## src/rtl/pipe_control_unit.sv

```systemverilog
// Pipelined control unit for the 5-stage MIPS core: decodes the ID opcode, registers the
// control bundle into ID/EX, and handles load-use stalls, flushes and illegal opcodes.
module pipe_control_unit #(
  parameter int ALUOP_W    = 3,
  parameter int REG_AW     = 5,
  parameter int LOAD_STALL = 1
) (
  input  logic               clk,
  input  logic               rst_n,
  input  logic [5:0]         id_opcode,
  input  logic               id_valid,
  input  logic [REG_AW-1:0]  id_rs,
  input  logic [REG_AW-1:0]  id_rt,
  input  logic               flush,
  output logic               stall,
  output logic               ex_RegDst,
  output logic               ex_RegWrite,
  output logic               ex_MemRead,
  output logic               ex_MemtoReg,
  output logic               ex_MemWrite,
  output logic               ex_ALUSrc,
  output logic               ex_Branch,
  output logic               ex_BranchNe,
  output logic               ex_Jump,
  output logic [ALUOP_W-1:0] ex_ALUOp,
  output logic [REG_AW-1:0]  ex_rt,
  output logic               ex_valid,
  output logic               illegal_op
);

  typedef enum logic {RUN = 1'b0, STALL = 1'b1} state_t;

  localparam logic [1:0] CNT_INIT = (LOAD_STALL > 1) ? 2'(LOAD_STALL - 2) : 2'd0;

  state_t     state_reg, state_next;
  logic [1:0] cnt_reg, cnt_next;

  logic       dec_regdst, dec_regwrite, dec_memread, dec_memtoreg, dec_memwrite;
  logic       dec_alusrc, dec_branch, dec_branchne, dec_jump, dec_legal;
  logic [2:0] dec_aluop;
  logic [ALUOP_W-1:0] dec_aluop_ext;

  logic       hazard;
  logic       load_bubble;
  logic       illegal_next;

  always_comb begin
    dec_regdst   = 1'b0;
    dec_regwrite = 1'b0;
    dec_memread  = 1'b0;
    dec_memtoreg = 1'b0;
    dec_memwrite = 1'b0;
    dec_alusrc   = 1'b0;
    dec_branch   = 1'b0;
    dec_branchne = 1'b0;
    dec_jump     = 1'b0;
    dec_aluop    = 3'b000;
    dec_legal    = 1'b1;
    case (id_opcode)
      6'b000000: begin
        dec_regdst   = 1'b1;
        dec_regwrite = 1'b1;
        dec_aluop    = 3'b010;
      end
      6'b001000: begin
        dec_alusrc   = 1'b1;
        dec_regwrite = 1'b1;
        dec_aluop    = 3'b011;
      end
      6'b001100: begin
        dec_alusrc   = 1'b1;
        dec_regwrite = 1'b1;
        dec_aluop    = 3'b100;
      end
      6'b001101: begin
        dec_alusrc   = 1'b1;
        dec_regwrite = 1'b1;
        dec_aluop    = 3'b101;
      end
      6'b100011: begin
        dec_memread  = 1'b1;
        dec_memtoreg = 1'b1;
        dec_alusrc   = 1'b1;
        dec_regwrite = 1'b1;
      end
      6'b101011: begin
        dec_memwrite = 1'b1;
        dec_alusrc   = 1'b1;
      end
      6'b000100: begin
        dec_branch   = 1'b1;
        dec_aluop    = 3'b001;
      end
      6'b000101: begin
        dec_branch   = 1'b1;
        dec_branchne = 1'b1;
        dec_aluop    = 3'b001;
      end
      6'b000010: begin
        dec_jump     = 1'b1;
      end
      default: dec_legal = 1'b0;
    endcase
  end

  // ALUOp classes fit in 3 bits; wider fields are zero-filled above that.
  assign dec_aluop_ext[2:0] = dec_aluop;
  generate
    for (genvar gi = 3; gi < ALUOP_W; gi++) begin : g_aluop_fill
      assign dec_aluop_ext[gi] = 1'b0;
    end
  endgenerate

  assign hazard = ex_valid & ex_MemRead & (ex_rt != '0) & id_valid &
                  ((ex_rt == id_rs) | (ex_rt == id_rt));

  always_comb begin
    state_next   = state_reg;
    cnt_next     = cnt_reg;
    stall        = 1'b0;
    load_bubble  = 1'b0;
    illegal_next = 1'b0;
    if (flush) begin
      state_next  = RUN;
      cnt_next    = 2'd0;
      load_bubble = 1'b1;
    end else begin
      case (state_reg)
        RUN: begin
          if (hazard) begin
            stall       = 1'b1;
            load_bubble = 1'b1;
            if (LOAD_STALL > 1) begin
              state_next = STALL;
              cnt_next   = CNT_INIT;
            end
          end else begin
            // Illegal opcodes enter EX as bubbles so nothing downstream acts on them.
            load_bubble  = ~id_valid | ~dec_legal;
            illegal_next = id_valid & ~dec_legal;
          end
        end
        STALL: begin
          stall       = 1'b1;
          load_bubble = 1'b1;
          if (cnt_reg == 2'd0) begin
            state_next = RUN;
          end else begin
            cnt_next = cnt_reg - 2'd1;
          end
        end
        default: begin
          state_next  = RUN;
          cnt_next    = 2'd0;
          load_bubble = 1'b1;
        end
      endcase
    end
  end

  always_ff @(posedge clk or negedge rst_n) begin
    if (!rst_n) begin
      state_reg <= RUN;
      cnt_reg   <= 2'd0;
    end else begin
      state_reg <= state_next;
      cnt_reg   <= cnt_next;
    end
  end

  always_ff @(posedge clk or negedge rst_n) begin
    if (!rst_n) begin
      ex_RegDst   <= 1'b0;
      ex_RegWrite <= 1'b0;
      ex_MemRead  <= 1'b0;
      ex_MemtoReg <= 1'b0;
      ex_MemWrite <= 1'b0;
      ex_ALUSrc   <= 1'b0;
      ex_Branch   <= 1'b0;
      ex_BranchNe <= 1'b0;
      ex_Jump     <= 1'b0;
      ex_ALUOp    <= '0;
      ex_rt       <= '0;
      ex_valid    <= 1'b0;
      illegal_op  <= 1'b0;
    end else begin
      illegal_op <= illegal_next;
      if (load_bubble) begin
        ex_RegDst   <= 1'b0;
        ex_RegWrite <= 1'b0;
        ex_MemRead  <= 1'b0;
        ex_MemtoReg <= 1'b0;
        ex_MemWrite <= 1'b0;
        ex_ALUSrc   <= 1'b0;
        ex_Branch   <= 1'b0;
        ex_BranchNe <= 1'b0;
        ex_Jump     <= 1'b0;
        ex_ALUOp    <= '0;
        ex_rt       <= '0;
        ex_valid    <= 1'b0;
      end else begin
        ex_RegDst   <= dec_regdst;
        ex_RegWrite <= dec_regwrite;
        ex_MemRead  <= dec_memread;
        ex_MemtoReg <= dec_memtoreg;
        ex_MemWrite <= dec_memwrite;
        ex_ALUSrc   <= dec_alusrc;
        ex_Branch   <= dec_branch;
        ex_BranchNe <= dec_branchne;
        ex_Jump     <= dec_jump;
        ex_ALUOp    <= dec_aluop_ext;
        ex_rt       <= id_rt;
        ex_valid    <= 1'b1;
      end
    end
  end

endmodule

```

## config.mk

```make
export PLATFORM = sky130hd
export DESIGN_NAME = pipe_control_unit
export DESIGN_NICKNAME = d
export VERILOG_FILES = /design/src/rtl/pipe_control_unit.sv
export SDC_FILE = /design/constraint.sdc
export NUM_CORES = 1
export LEC_CHECK = 0
export ABC_AREA = 1
export BUFFER_PORTS_ARGS = -buffer_cell sky130_fd_sc_hd__buf_2
export CORE_AREA = 4 4 55 57
export CTS_BUF_LIST = sky130_fd_sc_hd__clkbuf_16
export CTS_CLUSTER_DIAMETER = 50
export DETAILED_ROUTE_END_ITERATION = 10
export DIE_AREA = 0 0 59 61
export GPL_TIMING_DRIVEN = 0
export PLACE_DENSITY_LB_ADDON = 0.15
export SYNTH_ARGS = -nofsm -noshare
export SYNTH_HDL_FRONTEND = slang
export SYNTH_SLANG_ARGS = --single-unit
```

## constraint.sdc

```tcl
create_clock -name clk -period 1.9 [get_ports clk]
set_input_delay 0 -clock clk [delete_from_list [all_inputs] [get_ports clk]]
set_output_delay 0 -clock clk [all_outputs]
set_load 0.1 [all_outputs]
```

==> flow_summary.ini, run 1 <==
[global_routing]
grt_overflow = 0
grt_antenna_before_repair = 0
grt_pass1_vias = 1002
grt_usage = 0.150
grt_max_degree = 22
grt_pass1_wl_um = 4040

[sta]
fin_skew_ps = 3.24
hold_violations = 0
setup_viol = 0
period_share = 0.875
slew_violations = 0
relSlewSlack = 0.676
holdWs_ps = 6.99
worst_pin_slew_ps = 490
max_freq_ghz = 0.602
grt_setup_unrepaired = no
fin_crit_ps = 1660
tns_ps = 0

[worst_hold_path]
hp-class = input pin to register
hold_path_depth = 2
min_from = flush
hold_end = state_reg

[setup_path]
path_cells = nor2_1 > nor2_1 > nor2_1 > nand3_1 > nand2_1 > nand2_1 > a21oi_4 > buf_4
cp_max_fo = 6
critPathKind = register to output port
worstRegToRegCells = 10
crit_slowest_cell = dfrtp_2
start_kind = register
cp_data_arrival_time_ps = 1660
rr_startpoint = ex_rt[3]
endpoint_kind = output port
slowest_delay_ps = 430
required_ps = 1900
r2r_end = ex_rt[1]
r2r_slack_ps = 430
cp_common_cell = nor2_1

[cts]
path_clk_slew_ps = 50
htreeDepth = 1
insertion_delay_ps = 250
cts_tree = done
cts_setup_buffers = 0
cts_root_buf = clkbuf_16
numCtsBuffers = 3
cts_buffer_depth = 2
cts.sinks = 21

[floorplan]
rows = 18
fp.dieArea_mm2 = 0.00360
io_pins = 40
fp.dieH_um = 61
initial_core_util = 0.453
coreArea_mm2 = 0.00248
die_x_um = 59

[synth]
syn_nets = 166
ys_seq_elements = 21
syn_area_mm2 = 0.00112
ys.flop_type = dfrtp_1
yosys.cell_types.count = 20
synth_area_per_cell_um2 = 7.73
ys_warn_count = 0
synthArstFlopShare = 1.00
synth_edf_count = 0
seq_area_frac_synth = 0.469
netlist_instances = 145

[pwr]
ir_drop_v = 0.000436
p_per_area_mw_per_mm2 = 673
leakagePower_nw = 0.851

[layout]
area_delta_synth_final_pct = 33.3
n_antenna_cell = 0
fin_nets = 214
largest_register_ffs = 5
fill_cells = 223
drive_gt1_frac = 0.349

[drt]
viasPerCell = 4.58
drtPass1Iterations = 4
wire_per_inst_um = 10.3
drtAntennaViolNets = 0
finalWirelength_um = 2300
drt_iter0_markers = 51
drc = 0
num_vias = 1017

[run_status]
outcome = completed

[place]
hpwl_um = 1870
io_buffers = 39
gp_congestion = 0.857

[flow_run]
cap_violations = 0
worst max-delay path: cells and delay by family, from the launching register on:
| kind | cells | cell delay (ps) |
|---|---|---|
| flip-flops | 1 | 430 |
| AND/OR/NAND/NOR | 6 | 530 |
| AO/OA/AOI/OAI | 1 | 150 |
| buffers and inverters | 1 | 300 |
synthesized netlist by cell type (all sizes together), types with 2 or more instances:
| cell | number | area, um^2 |
|---|---|---|
| dfrtp | 21 | 526 |
| nand2 | 30 | 113 |
| xnor2 | 2 | 17.5 |
| nor3 | 3 | 15.0 |
| nor2 | 36 | 173 |
| nand3 | 10 | 72.6 |
| inv | 30 | 113 |
| buf | 2 | 18.8 |
| o21ai | 2 | 10.0 |
| nand4 | 4 | 25.0 |
power breakdown:
| group | switching [W] | internal [W] | total [W] |
|---|---|---|---|
| clock | 0.000143 | 0.000282 | 0.000425 |
| sequential | 0.00000218 | 0.000451 | 0.000453 |
| combinational | 0.0000857 | 0.0000416 | 0.000127 |
how the worst max path moves through the flow:
| stage | from | to | slack [ps] |
|---|---|---|---|
| 2_1_floorplan | ex_MemtoReg | stall | 20 |
| 3_3_place_gp | ex_rt[0] | stall | 370 |
| 3_5_place_dp | ex_rt[0] | stall | 360 |
| 4_1_cts | ex_rt[0] | stall | 90 |
| 5_1_grt | ex_rt[0] | stall | 40 |
| 6_report | ex_rt[0] | stall | 240 |
layer usage:
metal  global-route usage  wire (um)
met1                0.172        942
met2                0.268       1150
met3               0.0213        147
met4               0.0841         54
met5                    0          0
logic make-up after synthesis:
logic type,Yosys count,synth area share
adder cells (fa/ha/maj),1,0.0112
AND/OR/NAND/NOR,84,0.362
XOR/XNOR,2,0.0156
flip-flops,21,0.469
AO/OA/AOI/OAI,5,0.0257
buffers and inverters,32,0.117
repair_timing:
item | 4_1_cts | 5_1_grt
hold buffers | 4 | 0
setup endpoints to repair | 0 | 1
hold endpoints to repair | 24 | 0
resized for setup | 0 | 2
cell type report:
type | instances | area (um^2) | share of cell area
Multi-Input combinational cell | 92 | 475 | 0.318
Clock buffer | 3 | 75.1 | 0.0503
Inverter | 30 | 113 | 0.0754
Buffer | 2 | 18.8 | 0.0126
Timing Repair Buffer | 43 | 238 | 0.159
Clock inverter | 1 | 5.00 | 0.00335
Tap cell | 30 | 37.5 | 0.0251
Sequential cell | 21 | 532 | 0.356
layout by cell type, fill, tap and decap left out:
cell type      instances
a211oi_1               1
a21oi_4                1
buf_2                 38
buf_4                  2
buf_6                  1
clkbuf_16              3
clkinv_2               1
dfrtp_1               16
dfrtp_2                5
dlygate4sd3_1          4
ha_1                   1
inv_1                 30
nand2_1               30
nand3_1                7
nand3_2                2
nand3_4                1
nand4_1                4
nor2_1                23
nor2_2                12
nor2_4                 1
nor3_1                 3
nor3b_1                1
o21ai_0                2
o22ai_1                1
xnor2_1                2
per-stage QoR:
stage	area (um^2)	total power [W]	util	setup WS, ps	cells
floorplan	1140	0.000534	-	17.1	145
global placement	1370	0.000580	0.554	367	214
detailed placement	1370	0.000583	0.554	359	214
CTS	1490	0.00102	0.602	85.8	222
global route	1490	0.00105	0.603	35.2	222
finish	1490	0.00101	0.603	238	222
No activity file was read; power rests on OpenSTA's default activity.
==> inputs of run 2 (changes only) <==
--- a/config.mk
+++ b/config.mk
@@ -7,11 +7,11 @@
 export LEC_CHECK = 0
 export ABC_AREA = 1
 export BUFFER_PORTS_ARGS = -buffer_cell sky130_fd_sc_hd__buf_2
-export CORE_AREA = 4 4 55 57
+export CORE_AREA = 4 4 56 58
 export CTS_BUF_LIST = sky130_fd_sc_hd__clkbuf_16
 export CTS_CLUSTER_DIAMETER = 50
 export DETAILED_ROUTE_END_ITERATION = 10
-export DIE_AREA = 0 0 59 61
+export DIE_AREA = 0 0 60 62
 export GPL_TIMING_DRIVEN = 0
 export PLACE_DENSITY_LB_ADDON = 0.15
 export SYNTH_ARGS = -nofsm -noshare
==> constraint.sdc (replaced) <==
create_clock -name clk -period 1.41 [get_ports clk]
set_input_delay 0 -clock clk [delete_from_list [all_inputs] [get_ports clk]]
set_output_delay 0 -clock clk [all_outputs]
set_load 0.1 [all_outputs]
==> flow_summary.ini, run 2 (synthesis gave the netlist of run 1 again) <==
[sta]
grt_setup_unrepaired = yes
slew_violations = 0
fin_ws_ps = -154
max_freq_ghz = 0.639
relSlewSlack = 0.675
fin_crit_ps = 1560
hold_violations = 0
tns_ps = -2080
setup_viol = 18
fin_skew_ps = 1.57
worst_pin_slew_ps = 491
period_share = 1.11

[global_routing]
grt_usage = 0.143
grt.busiest_layer = met2
grt_pass1_vias = 997
grt_max_degree = 22
grt_pass1_wl_um = 4040
grtUsageMet2 = 0.272
grt_use_met1 = 0.168
grt_overflow = 0
grt_antenna_before_repair = 0
use_met3 = 0.0124

[floorplan]
die_x_um = 60
io_pins = 40
fp.dieArea_mm2 = 0.00372
coreArea_mm2 = 0.00266
fp.dieH_um = 62
rows = 19
initial_core_util = 0.421

[drt]
drc = 0
drtAntennaViolNets = 0
num_vias = 1053
viasPerCell = 4.68
wire_per_inst_um = 11.0
drt_iter0_markers = 45
finalWirelength_um = 2480
drtPass1Iterations = 4

[layout]
n_antenna_cell = 0
drive_gt1_frac = 0.428
area_delta_synth_final_pct = 40.8
fill_cells = 247
final_common_cell = buf_2
final_cell_mix = buf_2, nand2_1, inv_1
fin_nets = 216
regArea_um2 = 547
largest_register_ffs = 5
multi_input_comb_area_um2 = 493

[cts]
htreeDepth = 1
insertion_delay_ps = 240
path_clk_slew_ps = 50
cts_tree = done
cts_root_buf = clkbuf_16
cts.sinks = 21
numCtsBuffers = 3
cts_buffer_depth = 2

[worst_hold_path]
min_from = id_rt[3]
hold_path_depth = 3
hold_end = ex_rt[3]
hp-class = input pin to register

[run_status]
outcome = finished with violations
failed_checks = setup timing

[pwr]
leakagePower_nw = 0.871
ir_drop_v = 0.000688
p_per_area_mw_per_mm2 = 860

[setup_path]
crit_slowest_cell = dfrtp_4
required_ps = 1410
r2r_slack_ps = -130
critPathKind = register to output port
cp_data_arrival_time_ps = 1560
crit_family = flip-flops
cp.buffers_inverters = 1
r2r_end = ex_MemWrite
start_kind = register
worstRegToRegCells = 11
cp_max_fo = 6
cp_common_cell = nor2_1
rr_startpoint = ex_rt[0]
slowest_delay_ps = 500
endpoint_kind = output port
path_cells = nor2_2 > nor2_1 > nor2_1 > nand3_1 > nand2_1 > nand2_2 > a21oi_4 > buf_12

[place]
post-place-ws_ps = -164
io_buffers = 39
gp_congestion = 0.898
hpwl_um = 1970

[flow_run]
cap_violations = 0
## run 2: changes by cell type in the layout (fill, tap and decap cells not counted), moves of 2 or more
| cell | delta |
|---|---|
| dfrtp_1 | -2 |
| dfrtp_2 | -3 |
| dfrtp_4 | +5 |
| inv_1 | -4 |
| inv_2 | +5 |
| nor2_1 | -6 |
| nor2_2 | +6 |
## run 2: per-layer routing
metal / wire, um / share of wire
met1: 1020 / 0.41
met2: 1320 / 0.53
met3: 124 / 0.050
met4: 18 / 0.0073
met5: 0 / 0
## run 2: area by class of cell
| type | count | share of cell area |
|---|---|---|
| clock inverters | 1 | 0.00238 |
| multi-input cells | 92 | 0.312 |
| repair buffers | 45 | 0.181 |
| well taps | 31 | 0.0246 |
| clock buffers | 3 | 0.0475 |
| flip-flops and latches | 21 | 0.346 |
| plain buffers | 2 | 0.0143 |
| inverters | 30 | 0.0713 |
## run 2: tightest hold or removal path, cell delays in order
cell and delay (ps):
buf_2 100, inv_1 70, nor2_2 40
## run 2: power breakdown
group	internal (W)	switching, W	leakage, nW
clock network	0.000376	0.000188	0.0423
logic	0.0000607	0.000120	0.550
registers	0.000609	0.00000337	0.279
## run 2: what timing repair did
action,4_1_cts,5_1_grt
hold buffers,3,0
resized for setup,6,6
pin swaps,2,2
endpoints found under the hold margin,23,0
endpoints found under the setup margin,11,19
buffers inserted,2,0
cloned,1,0
## run 2: how the worst max path moves through the flow
stage,from,to,slack [ps],cells after the start
finish,ex_rt[0],stall,-150,8
global route,ex_rt[0],ex_Branch,-250,11
global placement,ex_rt[0],stall,-150,8
floorplan,ex_rt[0],stall,-270,7
CTS,ex_rt[4],stall,-160,8
detailed placement,ex_rt[0],stall,-160,8
## run 2: through the flow
| step | util | total power, W | area (um^2) | cells | hold WS (ps) |
|---|---|---|---|---|---|
| 4_1_cts | 0.587 | 0.00137 | 1560 | 225 | 4.13 |
| 3_5_place_dp | 0.523 | 0.000789 | 1390 | 215 | -16.3 |
| 3_3_place_gp | 0.523 | 0.000786 | 1390 | 215 | -17.0 |
| 6_report | 0.593 | 0.00136 | 1580 | 225 | 2.05 |
| 5_1_grt | 0.593 | 0.00142 | 1580 | 225 | 5.24 |
| 2_1_floorplan | - | 0.000722 | 1160 | 145 | -296 |
